## config.mk

```make
export PLATFORM = sky130hd
export DESIGN_NAME = serial_deser_8bit
export DESIGN_NICKNAME = d
export VERILOG_FILES = /design/src/rtl/serial_pkg.sv /design/src/rtl/serial_deser_8bit_fifo.sv /design/src/rtl/serial_deser_8bit.sv
export SDC_FILE = /design/constraint.sdc
export NUM_CORES = 1
export LEC_CHECK = 0
export ABC_AREA = 1
export CELL_PAD_IN_SITES_DETAIL_PLACEMENT = 0
export CELL_PAD_IN_SITES_GLOBAL_PLACEMENT = 2
export CORE_AREA = 2 2 98 100
export CTS_CLUSTER_DIAMETER = 50
export DETAILED_ROUTE_END_ITERATION = 12
export DIE_AREA = 0 0 100 102
export MAX_ROUTING_LAYER = met4
export PLACE_DENSITY = 0.63
export SYNTH_ARGS = -nofsm -noshare
export SYNTH_HDL_FRONTEND = slang
export SYNTH_SLANG_ARGS = --single-unit
```

## constraint.sdc

```tcl
create_clock -name clk -period 2.26 [get_ports clk]
set_clock_uncertainty 0.2 [all_clocks]
set_input_delay 0.452 -clock clk [delete_from_list [all_inputs] [get_ports clk]]
set_output_delay 0.452 -clock clk [all_outputs]
set_load 0.005 [all_outputs]
```

## src/rtl/serial_pkg.sv

```systemverilog
// Shared defaults, width helper and assembly-step decode for the serial deserializer.
package serial_pkg;

    localparam int DATA_W_DEFAULT     = 8;
    localparam int FIFO_DEPTH_DEFAULT = 4;

    // Occupancy must represent DEPTH itself, hence one bit more than the pointer.
    function automatic int count_width(input int depth);
        return $clog2(depth) + 1;
    endfunction

    typedef enum logic [2:0] {
        ASM_HOLD,
        ASM_SHIFT,
        ASM_COMPLETE,
        ASM_ALIGN_BIT,
        ASM_ALIGN_IDLE
    } asm_op_t;

endpackage

```

## src/rtl/serial_deser_8bit_fifo.sv

```systemverilog
// First-word-fall-through FIFO; a push into a full FIFO succeeds only if the head pops that cycle.
module sync_fifo
    import serial_pkg::*;
#(
    parameter int WIDTH = DATA_W_DEFAULT,
    parameter int DEPTH = FIFO_DEPTH_DEFAULT
) (
    input  logic                          clk,
    input  logic                          nReset,
    input  logic                          push,
    input  logic [WIDTH-1:0]              push_data,
    input  logic                          pop_req,
    output logic [WIDTH-1:0]              rd_data,
    output logic                          valid,
    output logic [count_width(DEPTH)-1:0] count,
    output logic                          drop
);

    localparam int PTR_W = $clog2(DEPTH);
    localparam int CNT_W = count_width(DEPTH);

    logic [WIDTH-1:0] mem [DEPTH];
    logic [PTR_W-1:0] wr_ptr;
    logic [PTR_W-1:0] rd_ptr;
    logic             full;
    logic             pop;
    logic             wr_en;

    assign valid   = (count != '0);
    assign full    = (count == CNT_W'(DEPTH));
    assign pop     = valid & pop_req;
    assign wr_en   = push & (~full | pop);
    assign drop    = push & full & ~pop;
    assign rd_data = valid ? mem[rd_ptr] : '0;

    always_ff @(posedge clk) begin
        if (wr_en) begin
            mem[wr_ptr] <= push_data;
        end
    end

    // Pointers are PTR_W wide so they wrap at DEPTH without extra logic.
    always_ff @(posedge clk) begin
        if (!nReset) begin
            wr_ptr <= '0;
            rd_ptr <= '0;
            count  <= '0;
        end else begin
            if (wr_en) begin
                wr_ptr <= wr_ptr + 1'b1;
            end
            if (pop) begin
                rd_ptr <= rd_ptr + 1'b1;
            end
            case ({wr_en, pop})
                2'b10:   count <= count + 1'b1;
                2'b01:   count <= count - 1'b1;
                default: count <= count;
            endcase
        end
    end

endmodule

```

## src/rtl/serial_deser_8bit.sv

```systemverilog
// Reassembles an MSB-first serial stream into words, buffers them and flags misalignment/overflow.
module serial_deser_8bit
    import serial_pkg::*;
#(
    parameter int DATA_W     = DATA_W_DEFAULT,
    parameter int FIFO_DEPTH = FIFO_DEPTH_DEFAULT
) (
    input  logic                               clk,
    input  logic                               nReset,
    input  logic                               ser_in,
    input  logic                               ser_valid,
    input  logic                               frame_start,
    output logic [DATA_W-1:0]                  byte_out,
    output logic                               byte_valid,
    input  logic                               byte_ready,
    output logic [count_width(FIFO_DEPTH)-1:0] fifo_count,
    output logic                               overflow,
    output logic                               frame_err,
    input  logic                               clr_flags
);

    localparam int ACC_W = DATA_W - 1;
    localparam int BIT_W = $clog2(DATA_W);
    localparam logic [BIT_W-1:0] LAST_BIT = BIT_W'(DATA_W - 1);

    logic [ACC_W-1:0]  acc;
    logic [BIT_W-1:0]  bit_cnt;
    logic [DATA_W-1:0] word;
    asm_op_t           op;
    logic              push;
    logic              misalign;
    logic              drop;

    // The low ACC_W bits of word are exactly the shifted accumulator.
    assign word     = {acc, ser_in};
    assign push     = (op == ASM_COMPLETE);
    assign misalign = frame_start & (bit_cnt != '0);

    always_comb begin
        op = ASM_HOLD;
        if (frame_start) begin
            op = ser_valid ? ASM_ALIGN_BIT : ASM_ALIGN_IDLE;
        end else if (ser_valid) begin
            op = (bit_cnt == LAST_BIT) ? ASM_COMPLETE : ASM_SHIFT;
        end
    end

    always_ff @(posedge clk) begin
        if (!nReset) begin
            acc     <= '0;
            bit_cnt <= '0;
        end else begin
            case (op)
                ASM_SHIFT: begin
                    acc     <= word[ACC_W-1:0];
                    bit_cnt <= bit_cnt + 1'b1;
                end
                ASM_COMPLETE: begin
                    acc     <= '0;
                    bit_cnt <= '0;
                end
                ASM_ALIGN_BIT: begin
                    acc     <= ACC_W'(ser_in);
                    bit_cnt <= BIT_W'(1);
                end
                ASM_ALIGN_IDLE: begin
                    acc     <= '0;
                    bit_cnt <= '0;
                end
                default: begin
                    acc     <= acc;
                    bit_cnt <= bit_cnt;
                end
            endcase
        end
    end

    // A set condition beats a simultaneous clear.
    always_ff @(posedge clk) begin
        if (!nReset) begin
            overflow  <= 1'b0;
            frame_err <= 1'b0;
        end else begin
            if (drop) begin
                overflow <= 1'b1;
            end else if (clr_flags) begin
                overflow <= 1'b0;
            end
            if (misalign) begin
                frame_err <= 1'b1;
            end else if (clr_flags) begin
                frame_err <= 1'b0;
            end
        end
    end

    sync_fifo #(
        .WIDTH (DATA_W),
        .DEPTH (FIFO_DEPTH)
    ) u_fifo (
        .clk       (clk),
        .nReset    (nReset),
        .push      (push),
        .push_data (word),
        .pop_req   (byte_ready),
        .rd_data   (byte_out),
        .valid     (byte_valid),
        .count     (fifo_count),
        .drop      (drop)
    );

endmodule

```

==> metrics.txt <==
status complete, but fails checks; failing checks setup timing; worst min-delay path class reg -> reg; Die Y 102 um; Int Power 0.001263 W; CTS tree done; net switching power figure 0.0003656 W; Final setup viols 1; final core occ 31.59%; Pleak 1.157 nW; CP max stage cell clkdlybuf4s50_1; Fill cells between 900 and 1,000; max_cap viols 0; CP Class reg -> out; diode count 0; global-route wire length before repair 7838 um; syn avg cell area 10.33 um^2; Core Rows 35; nets 275; DRC 0; CP Cell Sequence buf_12, nor2_1, nor2_1, o21ai_0, a21oi_1, clkdlybuf4s50_1; Netlist cell types 29; top-level port count 21; Initial DRT Pass Iterations 4; Synth Area in Adders 4.780%; post-synthesis xor/xnor area fraction 0.3891%; TritonCTS Sinks 53; CTS Hold Bufs 0; Worst-Skew Late Latency 310 ps; vias post-DR 1,575; commonest non-fill, non-tap cells in the layout nor2_1, edfxtp_1, a21oi_1, buf_4; Yosys reg bits 53; main combinational cell family by area after synthesis simple AND/OR/NAND/NOR gates; Worst Setup End Kind primary output; Slew Viols, Final 0; worst setup margin -104.8 ps; Clock Path Buffers 2; maximum vdd drop 0.2982 mV; period utilization 104.6%; Root Driver clkbuf_8; Mapped Nets ~230; antenna violations before repair 0; Port Buf Inserts 20; Sw Ratio approximately 22%; # H-tree levels 2; max frequency between 400 and 500 MHz; Critical Path Fanout Max 16; cts bufs inserted 5; post-synthesis sequential area ratio 61.37%; Post-Synthesis Cell Area 2251 um^2; core footprint 9109 um^2; YS warnings 0; mux contribution to synthesized area 0%; Placer Congestion 0.6887; Arrival @ worst endpoint around 1700 ps; worst endpoint required time approximately 1600 ps; Detail Route Antenna Nets 0; drt total wl just under 5000 um; register share of total power 62.6%; clock period minus worst slack 2365 ps; combinational power share 3.0%; Initial Util roughly a quarter; crit start category register; critical path's largest stage delay 530 ps; CP dominant cell by count nor2_1; dpl hpwl 3164 um; Worst-path clk slew around 100 ps; Area Overhead vs Synth 27.85%; most common cell after layout, fill and taps aside nor2_1; die outline width 100 um; PwrDens 566.0 nW/um^2; largest net degree at the start of global routing 19; Global Route Usage Sum 10.42%; Clock Power Share 34.4%; post-synthesis compound-gate area fraction 11.84%; Setup WS pre-CTS -36.97 ps; Initial DRC Count between 60 and 70; RSZ-0062 raised after global routing yes; simple-gate area share of the yosys netlist between 10% and 20%; share of cells above drive strength 1 21.46%; total die area 10,200 um^2; Slew headroom 67.23%; Post-Synthesis Cells between 200 and 250; WL/cell 13.01 um; grt ovf 0; Hold Fails Final Rpt 0; number of global-route vias before repair 1,505; Slew @ Worst Pin 491.0 ps; routed vias/inst 4.234; total power 0.001629 W
layout make-up:
cell class	instances	area, um^2	share of cell area [%]
clock buffers	5	68.82	2.391
clock inverters	3	25.02	0.8696
inverters	22	91.34	3.174
multi-input cells	136	769.5	26.74
flip-flops and latches	53	1389	48.26
well taps	111	138.9	4.826
repair buffers	42	395.4	13.74
metal layers:
layer	track usage, %	part of all wire, %
met5	-	0
met4	3.161	1.3
met3	2.531	3.6
met2	16.84	46
met1	13.03	49
metrics by stage:
| step | hold slack (ps) | area, um^2 | setup TNS [ps] | instances |
|---|---|---|---|---|
| final | 273.6 | 2878 | -104.8 | 372 |
| after global routing | 306.3 | 2878 | -254.7 | 372 |
| after CTS | 281.7 | 2781 | -1268 | 365 |
| after detailed placement | 261.7 | 2676 | -36.97 | 357 |
| after global placement | 256.4 | 2676 | 0 | 357 |
| after floorplan | 241.5 | 2251 | 0 | 218 |
sequential cells by signal, summed over array words and instances, names as in the netlist, named ones only:
name,count
frame_err,1
bit_cnt,3
overflow,1
u_fifo.mem,32
u_fifo.rd_ptr,2
u_fifo.wr_ptr,2
acc,7
u_fifo.count,3
worst max-delay path: cells and delay by family (launching register included):
kind                   cells  cell delay, ps
DFF                        1             350
and+or+nand+nor            2             140
AOI/OAI and AO/OA          2             250
buffers and inverters      2             680
cells in the mapped netlist:
master	instances	share of area, %
xor2_1	1	0.39
nor2_2	3	0.83
nand4_1	8	2.2
nand2_4	1	0.50
a21boi_1	1	0.33
nand3_1	2	0.44
buf_2	3	0.67
a21oi_1	24	5.3
edfxtp_1	32	43
clkinv_1	1	0.17
inv_1	17	2.8
a311oi_1	1	0.39
ha_1	7	3.9
nand2_1	15	2.5
o21ai_0	17	3.8
nand3_2	2	0.89
clkbuf_2	1	0.22
a2bb2oi_1	1	0.39
fa_1	1	0.89
o211ai_1	1	0.33
nor2_1	40	6.7
dfxtp_1	21	19
buf_1	1	0.17
buf_4	2	0.67
o21ai_1	4	0.89
a21oi_2	1	0.39
nand3_4	1	0.78
inv_2	4	0.67
nand2_2	5	1.4
repair_timing:
| action | CTS | global route |
|---|---|---|
| gates resized for setup | 5 | 16 |
| setup buffers | 0 | 7 |
| gates cloned | 0 | 0 |
| pin swaps | 0 | 3 |
| endpoints found under the setup margin | 8 | 8 |
worst paths after layout:
check	from	to	slack, ps	cells past startpoint
hold reg to reg	frame_err	frame_err	270	2
setup / recovery	register	byte_out[3]	-100	6
setup reg to reg	bit_cnt[1]	u_fifo.count[2]	230	10
hold / removal	frame_err	frame_err	270	2
kinds of logic (layout without fill, tap and decap cells):
| logic type | after synthesis | in the layout |
|---|---|---|
| fa+ha+maj | 8 | 8 |
| compound gates | 50 | 50 |
| buf+inv | 29 | 72 |
| simple gates | 77 | 77 |
| xor+xnor | 1 | 1 |
| flops | 53 | 53 |
power by group through the flow:
| stage | Clock [W] | Combinational [W] | Sequential [W] |
|---|---|---|---|
| floorplan | 0 | 0.0000210 | 0.00104 |
| global placement | 0 | 0.0000498 | 0.00104 |
| detailed placement | 0 | 0.0000498 | 0.00104 |
| CTS | 0.000589 | 0.0000501 | 0.00102 |
| global route | 0.000620 | 0.0000554 | 0.00102 |
| finish | 0.000560 | 0.0000489 | 0.00102 |
No activity file was read; power rests on OpenSTA's default activity.
